### config.mk
export PLATFORM = sky130hd
export DESIGN_NAME = sipo_word_capture_flat
export DESIGN_NICKNAME = d
export VERILOG_FILES = /design/src/rtl/sipo_word_capture_pkg.sv /design/src/rtl/sipo_word_capture_if.sv /design/src/rtl/sipo_bit_counter.sv /design/src/rtl/sipo_word_capture.sv /design/src/flat_wrapper.sv
export SDC_FILE = /design/constraint.sdc
export NUM_CORES = 1
export LEC_CHECK = 0
export BUFFER_PORTS_ARGS = -buffer_cell sky130_fd_sc_hd__clkbuf_2
export CELL_PAD_IN_SITES_DETAIL_PLACEMENT = 1
export CELL_PAD_IN_SITES_GLOBAL_PLACEMENT = 1
export CORE_MARGIN = 4
export CORE_UTILIZATION = 45
export DETAILED_ROUTE_END_ITERATION = 8
export HOLD_SLACK_MARGIN = 0.05
export PLACE_DENSITY = 0.82
export REMOVE_ABC_BUFFERS = 1
export SYNTH_ARGS = -nofsm -noshare
export SYNTH_HDL_FRONTEND = slang
export SYNTH_SLANG_ARGS = --single-unit
### constraint.sdc
create_clock -name clk -period 3.2 [get_ports clk]
set_clock_uncertainty 0.2 [all_clocks]
set_input_delay 0.16 -clock clk [delete_from_list [all_inputs] [get_ports clk]]
set_output_delay 0.16 -clock clk [all_outputs]
set_load 0.05 [all_outputs]
### src/rtl/sipo_word_capture_pkg.sv
// Shared definitions for the serial capture stages: bit-order selector
// and the two-state holding-register encoding.
package sipo_word_capture_pkg;

    // Which end of the word the first received bit lands in.
    typedef enum logic {
        BIT_ORDER_LSB = 1'b0,
        BIT_ORDER_MSB = 1'b1
    } bit_order_e;

    // Holding register occupancy.
    typedef enum logic {
        ST_EMPTY = 1'b0,
        ST_FULL  = 1'b1
    } cap_state_e;

endpackage : sipo_word_capture_pkg

### src/rtl/sipo_word_capture_if.sv
// Serial input strobe plus the VALID/READY word output of the capture stage.
// master = the side feeding bits and consuming words, slave = the capture stage.
interface sipo_word_capture_if #(
    parameter int WIDTH = 8
);
    localparam int CW = $clog2(WIDTH);

    logic             d;
    logic             en;
    logic             ready;
    logic             clr_ovr;
    logic [WIDTH-1:0] q;
    logic             valid;
    logic             overrun;
    logic [CW-1:0]    bitcnt;

    modport master (
        output d, en, ready, clr_ovr,
        input  q, valid, overrun, bitcnt
    );

    modport slave (
        input  d, en, ready, clr_ovr,
        output q, valid, overrun, bitcnt
    );

endinterface : sipo_word_capture_if

### src/rtl/sipo_bit_counter.sv
// Bit position counter for one serial word. Wraps explicitly at WIDTH-1
// so non-power-of-two widths behave; wrap is high in the cycle whose
// strobe carries the last bit of the word.
module sipo_bit_counter #(
    parameter int WIDTH = 8
) (
    input  logic                     clk,
    input  logic                     rst,
    input  logic                     en,
    output logic [$clog2(WIDTH)-1:0] bitcnt,
    output logic                     wrap
);

    localparam int            CW   = $clog2(WIDTH);
    localparam logic [CW-1:0] LAST = CW'(WIDTH - 1);
    localparam logic [CW-1:0] ZERO = {CW{1'b0}};
    localparam logic [CW-1:0] ONE  = CW'(1);

    logic [CW-1:0] cnt_r;

    assign wrap   = en & (cnt_r == LAST);
    assign bitcnt = cnt_r;

    // Count strobes, wrapping to zero on the last bit of a word.
    always_ff @(posedge clk or posedge rst) begin
        if (rst) begin
            cnt_r <= ZERO;
        end else if (en) begin
            if (cnt_r == LAST) begin
                cnt_r <= ZERO;
            end else begin
                cnt_r <= cnt_r + ONE;
            end
        end else begin
            cnt_r <= cnt_r;
        end
    end

endmodule : sipo_bit_counter

### src/rtl/sipo_word_capture.sv
// Serial-in/parallel-out capture: shifts EN-qualified bits into a word,
// hands each completed word to a holding register with VALID/READY, and
// flags a sticky OVERRUN when a completed word finds the register still
// occupied and not being drained.
module sipo_word_capture
    import sipo_word_capture_pkg::*;
#(
    parameter int WIDTH     = 8,
    parameter bit MSB_FIRST = 1'b1
) (
    input  logic                 clk,
    input  logic                 rst,
    sipo_word_capture_if.slave   bus
);

    localparam logic [WIDTH-1:0] WZERO = {WIDTH{1'b0}};

    logic [WIDTH-1:0] sh_r;
    logic [WIDTH-1:0] sh_next_s;
    logic [WIDTH-1:0] q_r;
    logic             valid_r;
    logic             overrun_r;
    cap_state_e       state_r;
    logic             complete_s;
    logic             drop_s;
    logic [$clog2(WIDTH)-1:0] bitcnt_s;

    sipo_bit_counter #(
        .WIDTH (WIDTH)
    ) u_bit_counter (
        .clk    (clk),
        .rst    (rst),
        .en     (bus.en),
        .bitcnt (bitcnt_s),
        .wrap   (complete_s)
    );

    // Next shift-register value including the bit sampled this cycle.
    always_comb begin
        sh_next_s = sh_r;
        if (MSB_FIRST == BIT_ORDER_MSB) begin
            sh_next_s = {sh_r[WIDTH-2:0], bus.d};
        end else begin
            sh_next_s = {bus.d, sh_r[WIDTH-1:1]};
        end
    end

    // A completed word is lost when the holder is full and not draining.
    always_comb begin
        drop_s = 1'b0;
        if (complete_s && (state_r == ST_FULL) && !bus.ready) begin
            drop_s = 1'b1;
        end else begin
            drop_s = 1'b0;
        end
    end

    // Shift register: advances only on a bit strobe.
    always_ff @(posedge clk or posedge rst) begin
        if (rst) begin
            sh_r <= WZERO;
        end else if (bus.en) begin
            sh_r <= sh_next_s;
        end else begin
            sh_r <= sh_r;
        end
    end

    // Holding-register FSM: loads completed words, drains on READY.
    always_ff @(posedge clk or posedge rst) begin
        if (rst) begin
            state_r <= ST_EMPTY;
            valid_r <= 1'b0;
            q_r     <= WZERO;
        end else begin
            case (state_r)
                ST_EMPTY: begin
                    if (complete_s) begin
                        state_r <= ST_FULL;
                        valid_r <= 1'b1;
                        q_r     <= sh_next_s;
                    end
                end
                ST_FULL: begin
                    if (complete_s) begin
                        // Reload only when the current word leaves this cycle.
                        if (bus.ready) begin
                            q_r <= sh_next_s;
                        end
                    end else if (bus.ready) begin
                        state_r <= ST_EMPTY;
                        valid_r <= 1'b0;
                    end
                end
                default: begin
                    state_r <= ST_EMPTY;
                    valid_r <= 1'b0;
                end
            endcase
        end
    end

    // Sticky overrun flag: a drop outranks a clear in the same cycle.
    always_ff @(posedge clk or posedge rst) begin
        if (rst) begin
            overrun_r <= 1'b0;
        end else if (drop_s) begin
            overrun_r <= 1'b1;
        end else if (bus.clr_ovr) begin
            overrun_r <= 1'b0;
        end else begin
            overrun_r <= overrun_r;
        end
    end

    assign bus.q       = q_r;
    assign bus.valid   = valid_r;
    assign bus.overrun = overrun_r;
    assign bus.bitcnt  = bitcnt_s;

endmodule : sipo_word_capture
### src/flat_wrapper.sv
// flat-port wrapper written by rule: the top's interface ports become plain ports
module sipo_word_capture_flat import sipo_word_capture_pkg::*;
#(
    parameter int WIDTH     = 8,
    parameter bit MSB_FIRST = 1'b1
)
  (clk, rst, bus_d, bus_en, bus_ready, bus_clr_ovr, bus_q, bus_valid, bus_overrun, bus_bitcnt);
  sipo_word_capture_if #(.WIDTH(WIDTH)) bus_i ();
  input  logic clk;
  input  logic rst;
  input wire logic [$bits(bus_i.d)-1:0] bus_d;
  input wire logic [$bits(bus_i.en)-1:0] bus_en;
  input wire logic [$bits(bus_i.ready)-1:0] bus_ready;
  input wire logic [$bits(bus_i.clr_ovr)-1:0] bus_clr_ovr;
  output wire logic [$bits(bus_i.q)-1:0] bus_q;
  output wire logic [$bits(bus_i.valid)-1:0] bus_valid;
  output wire logic [$bits(bus_i.overrun)-1:0] bus_overrun;
  output wire logic [$bits(bus_i.bitcnt)-1:0] bus_bitcnt;
  assign bus_i.d = bus_d;
  assign bus_i.en = bus_en;
  assign bus_i.ready = bus_ready;
  assign bus_i.clr_ovr = bus_clr_ovr;
  assign bus_q = bus_i.q;
  assign bus_valid = bus_i.valid;
  assign bus_overrun = bus_i.overrun;
  assign bus_bitcnt = bus_i.bitcnt;
  sipo_word_capture #(.WIDTH(WIDTH), .MSB_FIRST(MSB_FIRST)) u_core (.clk(clk), .rst(rst), .bus(bus_i));
endmodule
==> results.md, run 1 <==
- CTS Sinks: 21
- Setup Fix Bufs, Post-CTS: 0
- Starting DRT DRC Count: 4
- Crit-path max FO: 4
- Clock slew at reported path FFs: roughly 120 ps
- H-tree Lvls: 1
- Max clock buf depth: 2
- Syn_area_per_cell: 15.0 um2
- DR pass1 iterations: 3
- Reg-to-Reg End: u_core.bus.overrun$_DFFE_PP0P_
- CTS Root Cell: clkbuf_4
- Multi-input gate area: 320 um2
- CTS tree: built
- Port bufs: 18
- Detailed Route WL: between 1.5 and 2 mm
- Status: finished clean
- Worst hold path type: primary input to register
- Routed via count: 540
- All-Layer GR Usage: 0.145
- # fillers: 192
- Initial Util: 0.488
- Seq/Total Area, Yosys: 0.604
- Growth of design area from synthesis to finish: 22.3%
- Worst-margin pin slew: 783 ps
- Final period demand of the worst path: 2200 ps
- Total core area: 1780 um2
- First-pass GRT wire length: 2.78 mm
- Overflow after GRT: 0
- Register area: 526 um2
- Crit start category: register
- Drt drc: 0
- Num CTS Buffers: 3
- Ys Warns: 0
- Fmax: 455 MHz
- Max cap viols: 0
- Post-detail-place hpwl: 1.14 mm
- IO Count: 19
- Critical Path Sink Type: register
- Register bit total from synthesis: 21
- Synthesized area: 870 um2
- Kind of critical path: register to register
- Hold path cells: 2
- Hold EP: u_core.u_bit_counter.bitcnt[1]$_DFFE_PP0P_
- Hold Fails Final Rpt: 0
- Number of setup violations in the final report: 0
- Post-route cell area: 1060 um2
- Wire per inst: 14.3 um
- Arr. time, crit path: 2190 ps
- N_diodes: 0
- Vias in the first global route: 600
- Worst R2R Start: u_core.u_bit_counter.bitcnt[0]$_DFFE_PP0P_
- Initial antenna violation count: 0
- Largest net degree at the start of global routing: 22
- Critical path required time: 3190 ps
- Die Span Y: about 52 um
- R2R depth: 8
- Routability cong.: 0.676
- Worst-skew pair later-pin latency: 300 ps
- Worst reg2reg setup slack: 1000 ps
- Worst min-delay path startpoint: bus_en
- Rows: 15
- Distinct cells, synth: 12
- Unrepaired setup endpoints after global routing: no
- Share of cells above drive strength 1: 0.512
- Vias per cell: 4.95
- Final ANT Viol Nets: 0
- DIE AREA: 2700 um2
- Placed Area: 986 um2
- Die width: 52.0 um
- Relative slew margins: 0.478
- Final nets: 96
- Syn Inst Count: 58
- Pre-CTS setup slack: 1190 ps
- Tcrit/Tclk final: 0.687
- Final Max Slew Viols: 0
- Post-Route Setup TNS: 0 ps
- Final Worst Setup Slack: 1000 ps
==> per-stage QoR <==
stage / utilization / cells / hold WS [ps]
after floorplan: - / 57 / -63.5
after global placement: 0.553 / 100 / 122
after detailed placement: 0.553 / 100 / 127
after CTS: 0.596 / 109 / 136
after global routing: 0.596 / 109 / 142
final: 0.596 / 109 / 138
==> worst max-delay path by stage <==
| stage | startpoint | end | slack, ps | depth (start not counted) |
|---|---|---|---|---|
| after detailed placement | u_core.u_bit_counter.bitcnt[0]$_DFFE_PP0P_ | u_core.bus.q[3]$_DFFE_PP0P_ | 1190 | 7 |
| after global routing | u_core.u_bit_counter.bitcnt[0]$_DFFE_PP0P_ | u_core.bus.overrun$_DFFE_PP0P_ | 820 | 8 |
| after floorplan | u_core.u_bit_counter.bitcnt[0]$_DFFE_PP0P_ | u_core.bus.q[0]$_DFFE_PP0P_ | 1060 | 7 |
| after global placement | u_core.u_bit_counter.bitcnt[0]$_DFFE_PP0P_ | u_core.bus.q[2]$_DFFE_PP0P_ | 1290 | 7 |
| final | u_core.u_bit_counter.bitcnt[0]$_DFFE_PP0P_ | u_core.bus.overrun$_DFFE_PP0P_ | 1000 | 8 |
| after CTS | u_core.u_bit_counter.bitcnt[0]$_DFFE_PP0P_ | u_core.bus.overrun$_DFFE_PP0P_ | 1000 | 8 |
==> cells by family after synthesis <==
family | share of synthesized area
AO/OA/AOI/OAI | 0.0432
adder cells (fa/ha/maj) | 0.0719
buffers and inverters | 0.0273
flip-flops | 0.604
multiplexers | 0.233
AND/OR/NAND/NOR | 0.0201
==> cell usage after synthesis <==
library cell   n  area share
nand2_1        2      0.0086
mux2_2        18        0.23
nor2_1         1      0.0043
dfrtp_1       21        0.60
ha_1           5       0.072
buf_2          1      0.0057
o21ai_0        1      0.0057
inv_1          5       0.022
a22o_2         1       0.012
o21ai_4        1       0.019
nor2_2         1      0.0072
o22ai_1        1      0.0072
==> area by class of cell <==
class / count / share of cell area
Timing Repair Buffer: 23 / 0.132
Clock inverter: 1 / 0.00471
Sequential cell: 21 / 0.494
Multi-Input combinational cell: 31 / 0.301
Inverter: 5 / 0.0176
Clock buffer: 3 / 0.0212
Tap cell: 25 / 0.0294
==> layer usage <==
layer / up-vias / part of all wire / GRT usage
met3: 5 / 0.035 / 0.0344
met5: - / 0 / 0
li1: 251 / - / -
met2: 17 / 0.49 / 0.241
met1: 267 / 0.44 / 0.171
met4: 0 / 0.028 / 0.0786
==> registers in the layout, indices dropped and copies added (netlist names) <==
name	count
u_core.bus.q	8
u_core.u_bit_counter.bitcnt	3
u_core.sh_r	7
u_core.bus.valid	1
u_core.state_r	1
u_core.bus.overrun	1
==> timing repair <==
item	CTS	global route
hold endpoints to repair	26	0
hold buffers	5	0
gates resized for setup	0	0
endpoints found under the setup margin	0	0
==> worst max-delay path, stage by stage (launching register included) <==
cell and delay (ps):
dfrtp_1 430, ha_1 220, ha_1 190, nand2_1 140, inv_1 70, ha_1 170
inv_1 50, o22ai_1 60, dlygate4sd3_1 560
==> cells in the final DEF (no fill, tap or decap), drive strengths merged <==
master       instances
mux2                18
inv                  5
o22ai                1
clkinv               1
dfrtp               21
a22o                 1
ha                   5
o21ai                2
nor2                 2
nand2                2
dlygate4sd3          5
clkbuf              21
Power of run 1 is not shown: default switching activity piles up to over one toggle a cycle in this logic, so the estimate is an artifact.
==> run 2, diff against run 1 <==
ABC_AREA = 1   (was default)
CORE_UTILIZATION = 35   (was 45)
PLACE_DENSITY = 0.73   (was 0.82)
clock period = 1.91 ns   (was 3.2 ns; I/O delays follow)
==> run 2 against run 1 <==
Area after synthesis increased by 4.7%; sequential share of layout area decreased by 4.2 points; first-iteration DRC count increased by 75%; final cell count increased by 45%; non-clock buffer count increased by 7; final area increased by 9.2%; clock-buffer cell count unchanged.
==> results.md, run 2 <==
- Seq/Total Area, Yosys: 0.577 (-0.0274)
- Syn Inst Count: 96 (+66%)
- Worst path max stage delay: 400 ps (-160 ps)
- Design Power: 1740 uW
- Crit start category: register
- Detailed Route WL: 1.99 mm (+28%)
- IO Count: 19 (unchanged)
- Vias per cell: 4.54 (-8.3%)
- Syn_area_per_cell: 9.49 um2 (-37%)
- Port bufs: 18 (unchanged)
- Max clock buf depth: 2 (unchanged)
- Worst-skew pair later-pin latency: 300 ps (about the same)
- Critical path required time: 1910 ps (-1280 ps)
- Critical Path Sink Type: register
- Top post-synthesis cells by area: dfrtp_1 58%, nand2_1 12%, ha_1 6.9%
- Crit-path max FO: 9 (+5)
- Cell-internal power: 886 uW
- Number of setup violations in the final report: 0 (unchanged)
- CTS tree: built
- Share of cells above drive strength 1: 0.250 (-0.262)
- Most frequent cells in the layout: 30 x nand2_1, 21 x dfrtp_1, 18 x clkbuf_2
- Final period demand of the worst path: 1790 ps (-407 ps)
- Relative slew margins: 0.812 (+0.334)
- First-pass GRT wire length: 3.39 mm (+22%)
- Status: finished clean
- N_diodes: 0 (unchanged)
- Rows: 18 (+3)
- Largest register FFs: 8 (unchanged)
- Synthesized area: 911 um2 (+4.7%)
- Overflow after GRT: 0 (unchanged)
- Fmax: 558 MHz (+23%)
- Growth of design area from synthesis to finish: 27.5%
- Post-detail-place hpwl: 1.42 mm (+25%)
- H-tree Lvls: 1 (unchanged)
- Hold Fails Final Rpt: 0 (unchanged)
- All-Layer GR Usage: 0.130 (-0.0147)
- Net Sw Frac: 0.490
- Die Span Y: 59.0 um (+14%)
- Final Max Slew Viols: 0 (unchanged)
- Synth Flop Type: dfrtp_1
- Drt drc: 0 (unchanged)
- DR pass1 iterations: 3 (unchanged)
- Largest net degree at the start of global routing: 22 (unchanged)
- Clock power share: 0.123
- Post-synth top area cell: dfrtp_1
- Distinct cells, synth: 12 (unchanged)
- Comb pwr share: 0.491
- # fillers: 308 (+60%)
- Initial Util: 0.368 (-0.120)
- Register bit total from synthesis: 21 (unchanged)
- CTS Root Cell: clkbuf_4
- Wire per inst: 12.6 um (-12%)
- Standby leakage power: 0.000641 uW
- Max cap viols: 0 (unchanged)
- Routed via count: 718 (+33%)
- Arr. time, crit path: 1800 ps (-390 ps)
- Power Density: between 1000 and 1500 nW/um2
- Routability cong.: 0.699 (+3.5%)
- Ys Warns: 0 (unchanged)
- Flop pwr share: 0.386
- Initial antenna violation count: 0 (unchanged)
- Worst hold path type: primary input to async pin
- Worst path cell trace: ha_1 -> ha_1 -> nand2_1 -> ha_1 -> nor2_8 -> nand2_4 -> nand2_1 -> nand2_1
- Starting DRT DRC Count: 7 (+3)
- DIE AREA: 3480 um2 (+29%)
- Most frequent cell after synthesis: nand2_1
- Worst-margin pin slew: 283 ps (-499 ps)
- Async S/R FF share, synth: 1.00 (unchanged)
- Total core area: 2480 um2 (+39%)
- Commonest non-fill, non-tap cell in the layout: nand2_1
- Post-synth EDFFs: 0 (unchanged)
- Num CTS Buffers: 3 (unchanged)
- Post-synth top cells: 30 x nand2_1, 21 x dfrtp_1, 12 x inv_1
- Final ANT Viol Nets: 0 (unchanged)
- Vias in the first global route: 760 (+27%)
- Slowest cell on crit path: dfrtp_1
- Top cell type's share of synthesized area: 0.577 (-0.0274)
- Worst hold slack: 143 ps (+5.21 ps)
- Tcrit/Tclk final: 0.939 (+0.251)
- Die width: 59.0 um (+14%)
- Clock slew at reported path FFs: 120 ps (about the same)
- CTS Sinks: 21 (unchanged)
- Psw: 852 uW
- Final nets: 140 (+46%)
- Kind of critical path: register to register
- Peak VDD IR: 759 uV
-- run 2: changes by cell type after synthesis, moves of 2 or more --
cell	before	now
mux2_2	18	0
nand3_1	0	8
a21oi_1	0	3
o21ai_0	1	8
nand2_4	0	2
inv_1	5	12
nand2_1	2	30
nor2_1	1	4
-- run 2: kinds of logic (layout without fill, tap and decap cells) --
| kind of cell | count (synthesis) | after routing | share of synthesized area |
|---|---|---|---|
| buffers and inverters | 14 | 46 | 0.0632 |
| adders and majority gates | 5 | 5 | 0.0687 |
| AOI/OAI and AO/OA | 11 | 11 | 0.0604 |
| and+or+nand+nor | 45 | 45 | 0.231 |
| DFF | 21 | 21 | 0.577 |
-- run 2: final cells by class --
class | instances | area, um2 | share of cell area
clock buffer | 3 | 22.5 | 0.0194
sequential | 21 | 526 | 0.453
timing repair buffer | 30 | 195 | 0.168
tap | 30 | 37.5 | 0.0323
inverter | 12 | 45.0 | 0.0388
multi-input combinational | 61 | 330 | 0.284
clock inverter | 1 | 5.00 | 0.00431
-- run 2: power groups by stage --
stage / Sequential [uW] / Clock [uW] / Combinational [uW]
finish: 671 / 213 / 854
global route: 689 / 250 / 931
CTS: 676 / 224 / 813
detailed placement: 685 / 0 / 802
global placement: 674 / 0 / 785
floorplan: 1050 / 0 / 223
-- run 2: what timing repair did --
action                                  CTS  global route
hold buffers                              6             0
endpoints found under the setup margin    0             8
gates resized for setup                   0             1
hold endpoints to repair                 36             0
setup buffers                             0             4
-- run 2: metal layers --
metal  up-vias  share of wire  global-route usage
met4         0          0.022              0.0647
met1       333           0.44               0.164
li1        363              -                   -
met5         -              0                   0
met3         6          0.045              0.0305
met2        16           0.49               0.210
-- run 2: worst max-delay path, delay by kind of cell, from the launching register on --
family / cells / cell delay (ps)
and+or+nand+nor: 5 / 510
DFF: 1 / 400
adders and majority gates: 3 / 590
-- run 2: per-stage QoR --
stage          instance area [um2]   util  instances  TNS, ps  worst slack, ps
2_1_floorplan                  898      -         94    -1060             -133
3_3_place_gp                  1040  0.420        144        0              180
3_5_place_dp                  1040  0.420        144        0             77.1
4_1_cts                       1130  0.456        154        0             50.9
5_1_grt                       1160  0.469        158    -55.3            -16.2
6_report                      1160  0.469        158        0              117
-- run 2: path summary, 6_finish.rpt --
path                                                                 start                           end  slack [ps]  cells after the start
worst max register to register  u_core.u_bit_counter.bitcnt[1]$_DFFE_PP0P_   u_core.bus.q[5]$_DFFE_PP0P_         120                      8
worst min register to register                u_core.bus.valid$_DFFE_PP0P_  u_core.bus.valid$_DFFE_PP0P_         290                      2
max in group asynchronous                                              rst    u_core.sh_r[5]$_DFFE_PP0P_        1140                      4
min in group clk                              u_core.bus.valid$_DFFE_PP0P_  u_core.bus.valid$_DFFE_PP0P_         290                      2
worst max-delay path            u_core.u_bit_counter.bitcnt[1]$_DFFE_PP0P_   u_core.bus.q[5]$_DFFE_PP0P_         120                      8
worst min-delay path                                                   rst   u_core.bus.q[3]$_DFFE_PP0P_         140                      4
Note: power is estimated with default switching activity, not from simulation.
==> run 3, diff against run 2 <==
SYNTH_HIERARCHICAL = 1   (was default)
==> run 3 against run 2 <==
Global-route usage is 1.6 points lower; largest power group unchanged; critical path depth rose by 2; non-clock buffer count down 2; sequential power down 1%; via count did not move; highest routed layer unchanged; hold slack better by 82 ps; sequential share of layout area fell by 1.1 points.
==> results.md, run 3 <==
- Syn Inst Count: 98 (+2.1%)
- Post-route cell area: 1190 um2 (+2.5%)
- Main combinational cell family by area after synthesis: simple AND/OR/NAND/NOR gates
- Initial Util: 0.369 (+0.00101)
- Post-synth top area cell: dfrtp_1
- Tcrit/Tclk final: 0.916 (-0.0222)
- Top cell type's share of synthesized area: 0.575 (-0.00158)
- Multi-input gate area: 372 um2 (+12%)
- Synth Flop Type: dfrtp_1
- CTS tree: built
- DR pass1 iterations: 4 (+1)
- Crit start category: register
- Syn_area_per_cell: 9.32 um2 (-1.8%)
- Vias per cell: 4.49 (-1.3%)
- Hold Fails Final Rpt: 0 (unchanged)
- Drt drc: 0 (unchanged)
- Most frequent cell after synthesis: nand2_1
- Final nets: 142 (+1.4%)
- Overflow after GRT: 0 (unchanged)
- Total core area: 2480 um2 (unchanged)
- Clock slew at reported path FFs: 120 ps (about the same)
- Most frequent cells in the layout: 36 x nand2_1, 21 x dfrtp_1, 18 x clkbuf_2
- R2R depth: 10 (+2)
- Worst path cell trace: ha_1 -> ha_1 -> nand2_1 -> inv_1 -> inv_2 -> ha_4 -> nor2_8 -> nand2_4 -> nand2_1 -> nand2_1
- Vias in the first global route: 753 (-0.92%)
- Fmax: 571 MHz (+2.4%)
- Unrepaired setup endpoints after global routing: no
- Number of setup violations in the final report: 0 (unchanged)
- CTS Root Cell: clkbuf_4
- Worst-margin pin slew: 689 ps (+406 ps)
- Seq/Total Area, Yosys: 0.575 (-0.00158)
- Distinct cells, synth: 12 (unchanged)
- H-tree Lvls: 1 (unchanged)
- Most frequent CP cell: nand2_1
- Reg-to-Reg End: u_core/bus.q[7]$_DFFE_PP0P_
- Power Density: 1450 nW/um2 (-3.1%)
- Worst R2R Start: u_core/u_bit_counter/bitcnt[1]$_DFFE_PP0P_
- Synth Area in XOR/XNOR: 0 (unchanged)
- DIE AREA: 3490 um2 (+0.24%)
- Final ANT Viol Nets: 0 (unchanged)
- Initial antenna violation count: 0 (unchanged)
- Placed Area: 1040 um2 (unchanged)
- Rows: 18 (unchanged)
- Routability cong.: 0.686 (-1.9%)
- Critical Path Sink Type: register
- Kind of critical path: register to register
- Worst-skew pair later-pin latency: 290 ps (about the same)
- Top post-synthesis cells by area: dfrtp_1 58%, nand2_1 15%, ha_1 6.8%
- IO Count: 19 (unchanged)
- All-Layer GR Usage: 0.115 (-0.0158)
- # fillers: 303 (-1.6%)
- Register bit total from synthesis: 21 (unchanged)
- N_diodes: 0 (unchanged)
- Port bufs: 18 (unchanged)
- Standby leakage power: 0.000648 uW (+1.2%)
- Post-Route Setup TNS: 0 ps (unchanged)
- Status: finished clean
- Worst path max stage delay: 400 ps (about the same)
- Critical Path End: u_core/bus.q[7]$_DFFE_PP0P_
- Relative slew margins: 0.540 (-0.272)
- Commonest non-fill, non-tap cell in the layout: nand2_1
- Critical path required time: 1910 ps (about the same)
- Num CTS Buffers: 3 (unchanged)
- Routed via count: 718 (unchanged)
- Synth Area in Compound Gates: 0.0438 (-0.0166)
- Starting DRT DRC Count: 5 (-2)
- Die width: 59.1 um (+0.12%)
- Largest net degree at the start of global routing: 19 (-14%)
- Growth of design area from synthesis to finish: 30.3%
- Crit-path max FO: 8 (-1)
- Design Power: 1730 uW (-0.71%)
- Share of cells above drive strength 1: 0.254 (+0.00385)
- Final Max Slew Viols: 0 (unchanged)
- Launch point of the worst path: u_core/u_bit_counter/bitcnt[1]$_DFFE_PP0P_
- Async S/R FF share, synth: 1.00 (unchanged)
- Synthesized area: 913 um2 (+0.27%)
- Ys Warns: 6 (+6)
- Largest register FFs: 8 (unchanged)
- Post-detail-place hpwl: 1.37 mm (-3.5%)
- Worst reg2reg setup slack: 160 ps (+40 ps)
- Wire per inst: 11.4 um (-9.4%)
- Max cap viols: 0 (unchanged)
- Final period demand of the worst path: 1750 ps (-42.3 ps)
- Simple logic cell fraction of the synthesized area: 0.255 (+0.0240)
- Detailed Route WL: 1.82 mm (-8.3%)
- Die Span Y: 59.1 um (+0.12%)
- Register area: 526 um2 (unchanged)
- Max clock buf depth: 2 (unchanged)
- Peak VDD IR: 739 uV (-2.6%)
- First-pass GRT wire length: 3.07 mm (-9.4%)
- Slowest cell on crit path: dfrtp_1
- CTS Sinks: 21 (unchanged)
- Post-synth top cells: 36 x nand2_1, 21 x dfrtp_1, 11 x inv_1
- Arr. time, crit path: 1750 ps (-50 ps)
- Mux cell area share after synthesis: 0 (unchanged)
- Post-synth EDFFs: 0 (unchanged)
- Synth Area in Adders: 0.0685 (-0.000188)
- Worst hold path type: primary input to async pin
## run 3: cell count changes in the layout (fill, tap and decap cells not counted), sizes merged
| cell | change |
|---|---|
| o21ai | -3 |
| nor2 | +1 |
| buf | -3 |
| dlygate4sd3 | +1 |
| nand2 | +6 |
## run 3: kinds of logic (layout without fill, tap and decap cells)
family | after synthesis | after routing
and+or+nand+nor | 51 | 52
DFF | 21 | 21
buffers and inverters | 13 | 44
AOI/OAI and AO/OA | 8 | 8
adders and majority gates | 5 | 5
## run 3: how the worst min path moves through the flow
stage,cells past startpoint,start,to,slack (ps)
global route,3,rst,u_core/sh_r[5]$_DFFE_PP0P_,270
detailed placement,2,rst,u_core/u_bit_counter/bitcnt[2]$_DFFE_PP0P_,-230
floorplan,1,rst,u_core/u_bit_counter/bitcnt[0]$_DFFE_PP0P_,-350
finish,3,rst,u_core/sh_r[3]$_DFFE_PP0P_,220
CTS,3,rst,u_core/bus.valid$_DFFE_PP0P_,250
global placement,2,rst,u_core/u_bit_counter/bitcnt[2]$_DFFE_PP0P_,-240
## run 3: layer usage
| layer | track usage | wire length (um) | share of wire | vias to the layer above |
|---|---|---|---|---|
| li1 | - | - | - | 369 |
| met3 | 0.0261 | 74 | 0.041 | 2 |
| met5 | 0 | 0 | 0 | - |
| met4 | 0.0485 | 13 | 0.0071 | 0 |
| met2 | 0.203 | 925 | 0.51 | 12 |
| met1 | 0.131 | 810 | 0.44 | 335 |
## run 3: final cells by class
class	count	share of cell area
multi-input combinational	65	0.312
clock inverter	1	0.00421
inverter	12	0.0379
clock buffer	3	0.0189
timing repair buffer	28	0.154
sequential	21	0.442
tap	30	0.0315
## run 3: power by group
group	switching, uW	leakage [uW]	internal [uW]
registers	86.0	0.000259	578
clock network	133	0.0000177	77.9
logic	621	0.000371	230
total	840	0.000648	886
## run 3: stage by stage
| step | util | instances | worst slack [ps] | hold slack (ps) |
|---|---|---|---|---|
| global placement | 0.420 | 146 | 115 | -238 |
| floorplan | - | 97 | -186 | -351 |
| CTS | 0.460 | 157 | 15.8 | 245 |
| finish | 0.480 | 160 | 160 | 225 |
| detailed placement | 0.420 | 146 | 31.3 | -233 |
| global route | 0.480 | 160 | 14.8 | 265 |
## run 3: what timing repair did
action | in CTS | in global routing
hold endpoints to repair | 40 | 0
resized for setup | 0 | 5
buffers inserted | 0 | 2
hold buffers | 7 | 0
setup endpoints to repair | 0 | 8
## run 3: worst max-delay path, delay by kind of cell, from the launching register on
kind	cells	cell delay [ps]
and+or+nand+nor	5	410
adders and majority gates	3	510
buffers and inverters	2	150
DFF	1	400
